File: config.mk
export PLATFORM = sky130hd
export DESIGN_NAME = ss_matmul
export DESIGN_NICKNAME = d
export VERILOG_FILES = /design/src/rtl/ss_matmul.sv
export SDC_FILE = /design/constraint.sdc
export NUM_CORES = 2
export LEC_CHECK = 0
export BUFFER_PORTS_ARGS = -buffer_cell sky130_fd_sc_hd__clkbuf_2
export CAP_MARGIN = 20
export CORE_MARGIN = 3
export CORE_UTILIZATION = 45
export DETAILED_ROUTE_END_ITERATION = 10
export GPL_TIMING_DRIVEN = 1
export SLEW_MARGIN = 20
export SYNTH_ARGS = -nofsm -noshare
export SYNTH_HDL_FRONTEND = slang
export SYNTH_SLANG_ARGS = --single-unit
File: constraint.sdc
create_clock -name clk -period 13.4 [get_ports clk]
set_input_delay 1.34 -clock clk [delete_from_list [all_inputs] [get_ports clk]]
set_output_delay 1.34 -clock clk [all_outputs]
set_load 0.02 [all_outputs]
File: src/rtl/ss_matmul.sv
// ss_matmul: streaming square-matrix multiplier (N = 2 or 4).
//
// Purpose:
//   Receives signed X then W, row-major, one element per cycle. Returns
//   C = X*W row-major, one element per cycle, sign-extended to OUT_W bits.
//   Each output element is formed in a single cycle by MAX_N parallel
//   multipliers.
//
// Ports:
//   clk         system clock, rising edge
//   rst_n       asynchronous active-low reset
//   in_valid    high while input elements are presented
//   matrix      input element (signed); all of X first, then all of W
//   matrix_size sampled on the first in_valid cycle only: 0 -> N=2, 1 -> N=4
//   out_valid   high while out_value carries a result element
//   out_value   result element (signed); forced to 0 while out_valid is low
//   dbg_state   current FSM state, for observation
//
// Valid semantics: there is no back-pressure. in_valid marks each cycle that
// carries an input element, and a pattern ends on the first cycle in_valid is
// low. out_valid marks each cycle that carries one C element. in_valid and
// out_valid are never high together.
module ss_matmul #(
  parameter int DATA_W = 16,
  parameter int OUT_W  = 40,
  parameter int MAX_N  = 4
) (
  input  logic              clk,
  input  logic              rst_n,
  input  logic              in_valid,
  input  logic [DATA_W-1:0] matrix,
  input  logic              matrix_size,
  output logic              out_valid,
  output logic [OUT_W-1:0]  out_value,
  output logic [1:0]        dbg_state
);

  localparam int DEPTH = MAX_N * MAX_N;

  typedef enum logic [1:0] {IDLE, LOAD, CALC, OUT} state_t;

  state_t            state_q;
  logic              n4_q;
  logic [5:0]        idx_q;   // input element index while loading, output index afterwards
  logic [DATA_W-1:0] x_q [DEPTH];
  logic [DATA_W-1:0] w_q [DEPTH];

  logic [5:0]        nsq;      // N*N
  logic [5:0]        load_lim; // 2*N*N
  logic [3:0]        w_addr;
  logic [OUT_W-1:0]  elem_d;

  assign nsq      = n4_q ? 6'd16 : 6'd4;
  assign load_lim = n4_q ? 6'd32 : 6'd8;
  // W element k lives at k - N*N. For N=4 that is the low 4 bits of the
  // index (16..31); for N=2 it is the low 2 bits (4..7).
  assign w_addr   = n4_q ? idx_q[3:0] : {2'b00, idx_q[1:0]};
  assign dbg_state = state_q;

  // One C element per cycle: C[i][j] = sum over k < N of X[i][k] * W[k][j].
  // For N=2 only entries 0..3 are addressed and terms k >= 2 are dropped, so
  // stale upper storage cannot leak into the result.
  logic [1:0]               elem_i, elem_j, kk;
  logic [3:0]               xa, wa;
  logic signed [2*DATA_W-1:0] prod;
  logic [2*DATA_W+1:0]      acc;

  always_comb begin
    elem_i = n4_q ? idx_q[3:2] : {1'b0, idx_q[1]};
    elem_j = n4_q ? idx_q[1:0] : {1'b0, idx_q[0]};
    acc    = '0;
    kk     = '0;
    xa     = '0;
    wa     = '0;
    prod   = '0;
    for (int k = 0; k < MAX_N; k++) begin
      kk   = 2'(k);
      xa   = n4_q ? {elem_i, kk} : {2'b00, elem_i[0], kk[0]};
      wa   = n4_q ? {kk, elem_j} : {2'b00, kk[0], elem_j[0]};
      prod = $signed(x_q[xa]) * $signed(w_q[wa]);
      if (n4_q || k < 2) begin
        acc = acc + {{2{prod[2*DATA_W-1]}}, prod};
      end
    end
    elem_d = {{(OUT_W-2*DATA_W-2){acc[2*DATA_W+1]}}, acc};
  end

  always_ff @(posedge clk or negedge rst_n) begin
    if (!rst_n) begin
      state_q   <= IDLE;
      n4_q      <= 1'b0;
      idx_q     <= '0;
      out_valid <= 1'b0;
      out_value <= '0;
      for (int a = 0; a < DEPTH; a++) begin
        x_q[a] <= '0;
        w_q[a] <= '0;
      end
    end else begin
      case (state_q)
        IDLE: begin
          out_valid <= 1'b0;
          out_value <= '0;
          if (in_valid) begin
            n4_q    <= matrix_size;
            x_q[0]  <= matrix;
            idx_q   <= 6'd1;
            state_q <= LOAD;
          end
        end
        LOAD: begin
          if (in_valid) begin
            // Elements beyond 2*N*N are ignored rather than wrapping.
            if (idx_q < load_lim) begin
              if (idx_q < nsq) x_q[idx_q[3:0]] <= matrix;
              else             w_q[w_addr]     <= matrix;
              idx_q <= idx_q + 6'd1;
            end
          end else begin
            idx_q   <= '0;
            state_q <= CALC;
          end
        end
        CALC: begin
          // idx_q is 0 here, so elem_d is C[0][0].
          out_valid <= 1'b1;
          out_value <= elem_d;
          idx_q     <= 6'd1;
          state_q   <= OUT;
        end
        OUT: begin
          if (idx_q == nsq) begin
            out_valid <= 1'b0;
            out_value <= '0;
            idx_q     <= '0;
            state_q   <= IDLE;
          end else begin
            out_value <= elem_d;
            idx_q     <= idx_q + 6'd1;
          end
        end
        default: state_q <= IDLE;
      endcase
    end
  end

endmodule

=== After elaboration in Yosys (flattened, before gate mapping) ===
Cells that the tools add are included.

* Register bits after elaboration: 562
* Input bits: 20
* Logic and storage cells: 156

* Add/subtract/negate cells: 4
* Multiply operators: 4
* Magnitude comparators: 14
* Equality and inequality tests: 11
* Multiplexer cells: 63
* Bitwise gates (word level): 11
* Reduce and logical (&&, ||, !) cells: 12

{| class="wikitable"
|+ Operators with widths
! cell !! count
|-
| 256-bit 2-to-1 mux || 3
|-
| 16-bit binary-select mux with 4-bit select || 8
|-
| 256-bit bitwise mux || 2
|-
| 16-bit 2-to-1 mux || 19
|-
| 16-bit demux with 4-bit select || 2
|-
| 16-bit by 16-bit multiplier with 32-bit output || 4
|-
| 40-bit one-hot mux with 3 select lines || 1
|-
| 34-bit 2-to-1 mux || 2
|-
| 5-bit greater-or-equal comparator (second input constant) || 10
|-
| 40-bit 2-to-1 mux || 1
|-
| 4-bit NOT with 5-bit output || 8
|-
| 33-bit by 32-bit adder with 34-bit output || 1
|-
| 34-bit adder || 1
|-
| 32-bit by 32-bit adder with 33-bit output || 1
|-
| 16-bit one-hot mux with 2 select lines || 1
|-
| 6-bit 2-to-1 mux || 5
|-
| 4-bit 2-to-1 mux || 7
|-
| 6-bit one-hot mux with 4 select lines || 1
|-
| 2-bit 2-to-1 mux || 6
|-
| 2-bit inequality test (second input constant) || 6
|-
| 5-bit by 1-bit less-than comparator with 1-bit output (second input constant) || 2
|-
| 2-bit one-hot mux with 4 select lines || 1
|-
| 4-bit AND reduction || 2
|-
| 6-bit by 1-bit adder with 6-bit output (second input constant) || 1
|-
| other kinds (20) || 24
|}

=== Longest topological paths before layout ===
* Depth after elaboration: 14
* Mapped depth: 62
* Depth with buffers taken out: 59

=== Worst setup path after synthesis ===
OpenSTA, ideal clock, no wires.

* Kind: register to register
* From: register idx_q[1]
* To: register out_value[38]
* Library setup time: 141 ps
* Arrival: 13988 ps
* Required time: 13259 ps
* Path slack: -729 ps
* Cell stages (with the launch flop): 57
* Buffers on the path: 2
* Clock period less this slack: 14129 ps
* Cells stage by stage: dfrtp_1 -> clkinv_1 -> nor2_2 -> buf_2 -> mux2i_1 -> nand2_1 -> o211ai_1 -> o21ai_0 -> clkbuf_1 -> nand3_1 -> fa_1 -> inv_1 -> fa_1 -> inv_1 -> fa_1 -> inv_1 -> fa_1 -> fa_1 -> [21 not listed] -> nand3_1 -> nor3_1 -> nand3_1 -> nand2b_1 -> a31o_2 -> nand2_2 -> nor2_1 -> mux2_2 -> ha_1 -> a21o_1 -> a21o_1 -> a211oi_1 -> a31oi_1 -> a21o_1 -> a21oi_1 -> xnor2_1 -> xnor2_1 -> o221ai_1

* Word-level cells in the longest chain between the ends: 14
* Elaborated cells on any way between the ends: 54
* Classes of those cells: add/sub (3); mul (4); eq/ne (1); mux (38); bitwise (8)

{| class="wikitable"
|+ RTL lines
! what !! line !! text
|-
| start: declaration || 44 || <nowiki>logic [5:0] idx_q;</nowiki>
|-
| start signal: assignment || 117 || <nowiki>idx_q <= idx_q + 6'd1;</nowiki>
|-
| start signal: assignment || 139 || <nowiki>idx_q <= idx_q + 6'd1;</nowiki>
|-
| 2-bit 2-to-1 mux, on equally long branches || 69, 70 ||
|-
| 4-bit 2-to-1 mux (tied with other cells) || 78 || <nowiki>xa = n4_q ? {elem_i, kk} : {2'b00, elem_i[0], kk[0]};</nowiki>
|-
| 4-bit NOT with 5-bit output (not written as such) (tied with other cells) || 80 || <nowiki>prod = $signed(x_q[xa]) * $signed(w_q[wa]);</nowiki>
|-
| 16-bit binary-select mux with 4-bit select || 80 ||
|-
| 16-bit 2-to-1 mux (not written as such) (2 in series) || 80 ||
|-
| 16-bit by 16-bit multiplier with 32-bit output || 80 ||
|-
| 32-bit by 32-bit adder with 33-bit output || 82 || <nowiki>acc = acc + {{2{prod[2*DATA_W-1]}}, prod};</nowiki>
|-
| 33-bit by 32-bit adder with 34-bit output || 82 ||
|-
| 34-bit 2-to-1 mux || 81 || <nowiki>if (n4_q || k < 2) begin</nowiki>
|-
| 34-bit adder || 82 ||
|-
| 34-bit 2-to-1 mux || 81 ||
|-
| 40-bit 2-to-1 mux || 132 || <nowiki>if (idx_q == nsq) begin</nowiki>
|-
| 40-bit one-hot mux with 3 select lines * || 100 || <nowiki>case (state_q)</nowiki>
|-
| end signal: assignment || 127 || <nowiki>out_value <= elem_d;</nowiki>
|-
| end signal: assignment || 138 || <nowiki>out_value <= elem_d;</nowiki>
|-
| end: declaration || 34 || <nowiki>output logic [OUT_W-1:0] out_value,</nowiki>
|}

Every way passes the cells marked *; elsewhere a longest branch is shown, timed or not. The select of a mux whose other input is x is not followed.
A chain may end at the register's enable or synchronous reset.

=== Worst setup path after layout ===
* From: register n4_q
* To: register out_value[38]

* Word-level cells in the longest chain between the ends: 14
* Elaborated cells on any way between the ends: 55
* Classes of those cells: add/sub (3); mul (4); eq/ne (1); mux (39); bitwise (8)

{| class="wikitable"
|+ RTL lines
! what !! line !! text
|-
| start: declaration || 43 || <nowiki>logic n4_q;</nowiki>
|-
| start signal: assignment || 105 || <nowiki>n4_q <= matrix_size;</nowiki>
|-
| 2-bit 2-to-1 mux, on equally long branches || 69, 70 ||
|-
| 4-bit 2-to-1 mux (tied with other cells) || 78 ||
|-
| 4-bit NOT with 5-bit output (not written as such) (tied with other cells) || 80 ||
|-
| 16-bit binary-select mux with 4-bit select || 80 ||
|-
| 16-bit 2-to-1 mux (not written as such) (2 in series) || 80 ||
|-
| 16-bit by 16-bit multiplier with 32-bit output || 80 ||
|-
| 32-bit by 32-bit adder with 33-bit output || 82 ||
|-
| 33-bit by 32-bit adder with 34-bit output || 82 ||
|-
| 34-bit 2-to-1 mux || 81 ||
|-
| 34-bit adder || 82 ||
|-
| 34-bit 2-to-1 mux || 81 ||
|-
| 40-bit 2-to-1 mux || 132 ||
|-
| 40-bit one-hot mux with 3 select lines * || 100 ||
|}

Marked as above.

==> flow_summary.ini <==
[logic_synthesis]
synth_top_flop_cell = dfrtp_1
syn_inst = 6827
synthTopCellsByArea = fa_1 34%, dfrtp_1 20%, mux2_2 8.6%
synth_top_area_frac = 0.337
synth_seq_cells = 556
yosysWarnings = 0
netlist_area_um2 = 68400
yosysTopAreaCell = fa_1
ys_seq_area_frac = 0.203
syn_nets = 8379
netlist-cell-type-count = 69
avgSynthCellArea_um2 = 10.0
synth_edf_count = 0
synthArstFlopShare = 1.00

[global_route]
grt_pass1_wl_um = 334000
grt_usage = 0.282
grt-ovfl-total = 0
antenna_found_initial = 6
grt_max_degree = 165
grt_pass1_vias = 55037

[setup_path]
worstSetupStartpointType = flip-flop
crit_required_ns = 13.89
cp-end-kind = flip-flop
cp_slowest_cell = fa_2
crit_fanout = 6
critical_path.top_delay_family = adder cells
reg2reg_from = n4_q$_DFFE_PN0P_
crit_path_start = n4_q$_DFFE_PN0P_
crit_type = flip-flop to flip-flop
path_buf_inv = 14
worst_ep_arrival_time_ns = 14.53
worst_path_most_repeated_cell = fa_1
slowest_delay_ns = 0.63

[floorplanning]
core-area_um2 = 150000
start_util = 0.455
io_pins = 63
dieArea_um2 = 157000
rows = 142
die_x_um = 396
die_h_um = 396

[sta]
fin_crit_sh = 1.05
setup_violations = 8
fin_crit_ns = 14.04
fin_tns_setup_ns = -3.13
max_freq_mhz = 71.2
rsz0062_at_grt = yes
setup_slack_ns = -0.645
tightestPinTransition_ns = 1.17
slew_viol_final = 0
hold_viol_final = 0
slew_headroom = 0.216
finClkSkew_ns = 0.0381

[run_status]
status = complete, but fails checks
violations = setup timing

[cells_and_area]
nNetsFinal = 9109
layout_commonest_cell = inv_1
final_cell_mix = 1,189 x inv_1, 1,130 x fa_1, 795 x buf_4, 733 x nand2_1, 551 x dfrtp_1
area_growth_pct = 19.5
drive_gt1_frac = 0.257

[routing]
drc = 0
first_pass_iters = 5
first_iter_violations = 3871
via_per_inst = 5.40
ant_nets = 0
vias = 51967
routed_wl_um = 218000
wl_per_cell_um = 22.7

[clock_network]
cts_tree = yes
cts.sinks = 556
ctsHtreeMaxLevel = 3
cts_root_buffer = clkbuf_16
cts.clk_slew.worst_paths_ns = 0.06
cts_buffers = 67
insertion_delay_ns = 0.68
cts_hold_buf = 0
clockBufferDepth = 3

[worst_hold_path]
hold_class = flip-flop to flip-flop
hold_start = out_value[1]$_DFFE_PN0P_

[placement]
port_buffers = 62
finalWeightedCongestion = 0.972
post-dp-hpwl_um = 174000

[flow_run]
cap_violations = 0
[through the flow]
step           worst slack (ns)  area (µm²)   util  std cells  hold WS, ns
5_1_grt                   -1.09       81700  0.543       9617        0.505
3_5_place_dp              -1.24       76700  0.510       9373        0.476
2_1_floorplan           -0.0194       68600      -       6827        0.460
3_3_place_gp              -1.17       76700  0.510       9372        0.471
6_report                 -0.645       81800  0.543       9620        0.484
4_1_cts                  -0.450       80700  0.536       9564        0.490
[per-layer routing]
| layer | vias up | global-route usage | wire length [µm] |
|---|---|---|---|
| met4 | 0 | 0.101 | 9460 |
| met1 | 27134 | 0.387 | 92000 |
| met3 | 379 | 0.0416 | 13900 |
| met5 | - | 0 | 0 |
| li1 | 22854 | - | - |
| met2 | 1600 | 0.457 | 103000 |
[tightest hold or removal path, stage by stage (launching register included)]
cell and delay (ns):
dfrtp_1 0.34, nand2_1 0.05, o21ai_0 0.06
[cells by family (layout without fill, tap and decap cells)]
group / count (synthesis) / count (layout) / share of synthesized area
DFF: 556 / 556 / 0.203
buffers and inverters: 1527 / 2301 / 0.0849
AOI/OAI and AO/OA: 711 / 711 / 0.0659
xor gates and xnor gates: 147 / 147 / 0.0188
other: 0 / 3 / 0
and+or+nand+nor: 1645 / 1645 / 0.103
muxes: 709 / 709 / 0.118
adders and majority gates: 1532 / 1532 / 0.407
[Yosys cell counts, types with 15 or more instances]
cell / number
o211ai_1: 55
o21bai_1: 15
a211oi_1: 56
fa_1: 1153
xor2_1: 43
xnor2_1: 104
nand3_1: 84
inv_1: 1217
o21ai_0: 152
nand2_1: 752
mux4_2: 24
buf_1: 37
dfrtp_1: 556
and2_1: 72
buf_2: 43
mux2_2: 523
nor2_1: 520
o21ai_1: 72
nor2b_1: 60
a21o_1: 60
a21oi_1: 150
o21a_1: 75
ha_1: 379
clkbuf_1: 221
nand2b_1: 89
mux2i_1: 162
[final cells by class]
class | count | area (µm²)
Fill cell | 13394 | 68700
Multi-Input combinational cell | 4744 | 50300
Sequential cell | 556 | 13900
Timing Repair Buffer | 968 | 8210
Inverter | 1220 | 4590
Tap cell | 2016 | 2520
Clock buffer | 94 | 1920
Clock inverter | 19 | 235
Antenna cell | 3 | 7.51
[what timing repair did]
action                     in CTS  in global routing
resized for setup             254                157
buffers inserted               73                 58
pin swaps                      79                157
gates cloned                    5                  1
hold endpoints to repair        0                  0
setup endpoints to repair      18                 19
[path summary, 6_finish.rpt]
kind | end | slack (ns) | cells after the start
worst max-delay path | out_value[38]$_DFFE_PN0P_ | -0.64 | 59
worst min-delay path | out_value[1]$_DFFE_PN0P_ | 0.48 | 2
worst max register to register | out_value[38]$_DFFE_PN0P_ | -0.64 | 59
worst min register to register | out_value[1]$_DFFE_PN0P_ | 0.48 | 2
max in group asynchronous | n4_q$_DFFE_PN0P_ | 10.64 | 3
min in group asynchronous | w_q[176]$_DFFE_PN0P_ | 0.71 | 1
[state kept, by name, summed over array words and instances (netlist names)]
| name | count |
|---|---|
| dbg_state | 2 |
| out_valid | 1 |
| idx_q | 6 |
| x_q | 256 |
| n4_q | 1 |
| w_q | 256 |
| out_value | 34 |
Power is not shown: default switching activity piles up to over one toggle a cycle in this logic, so the estimate is an artifact.
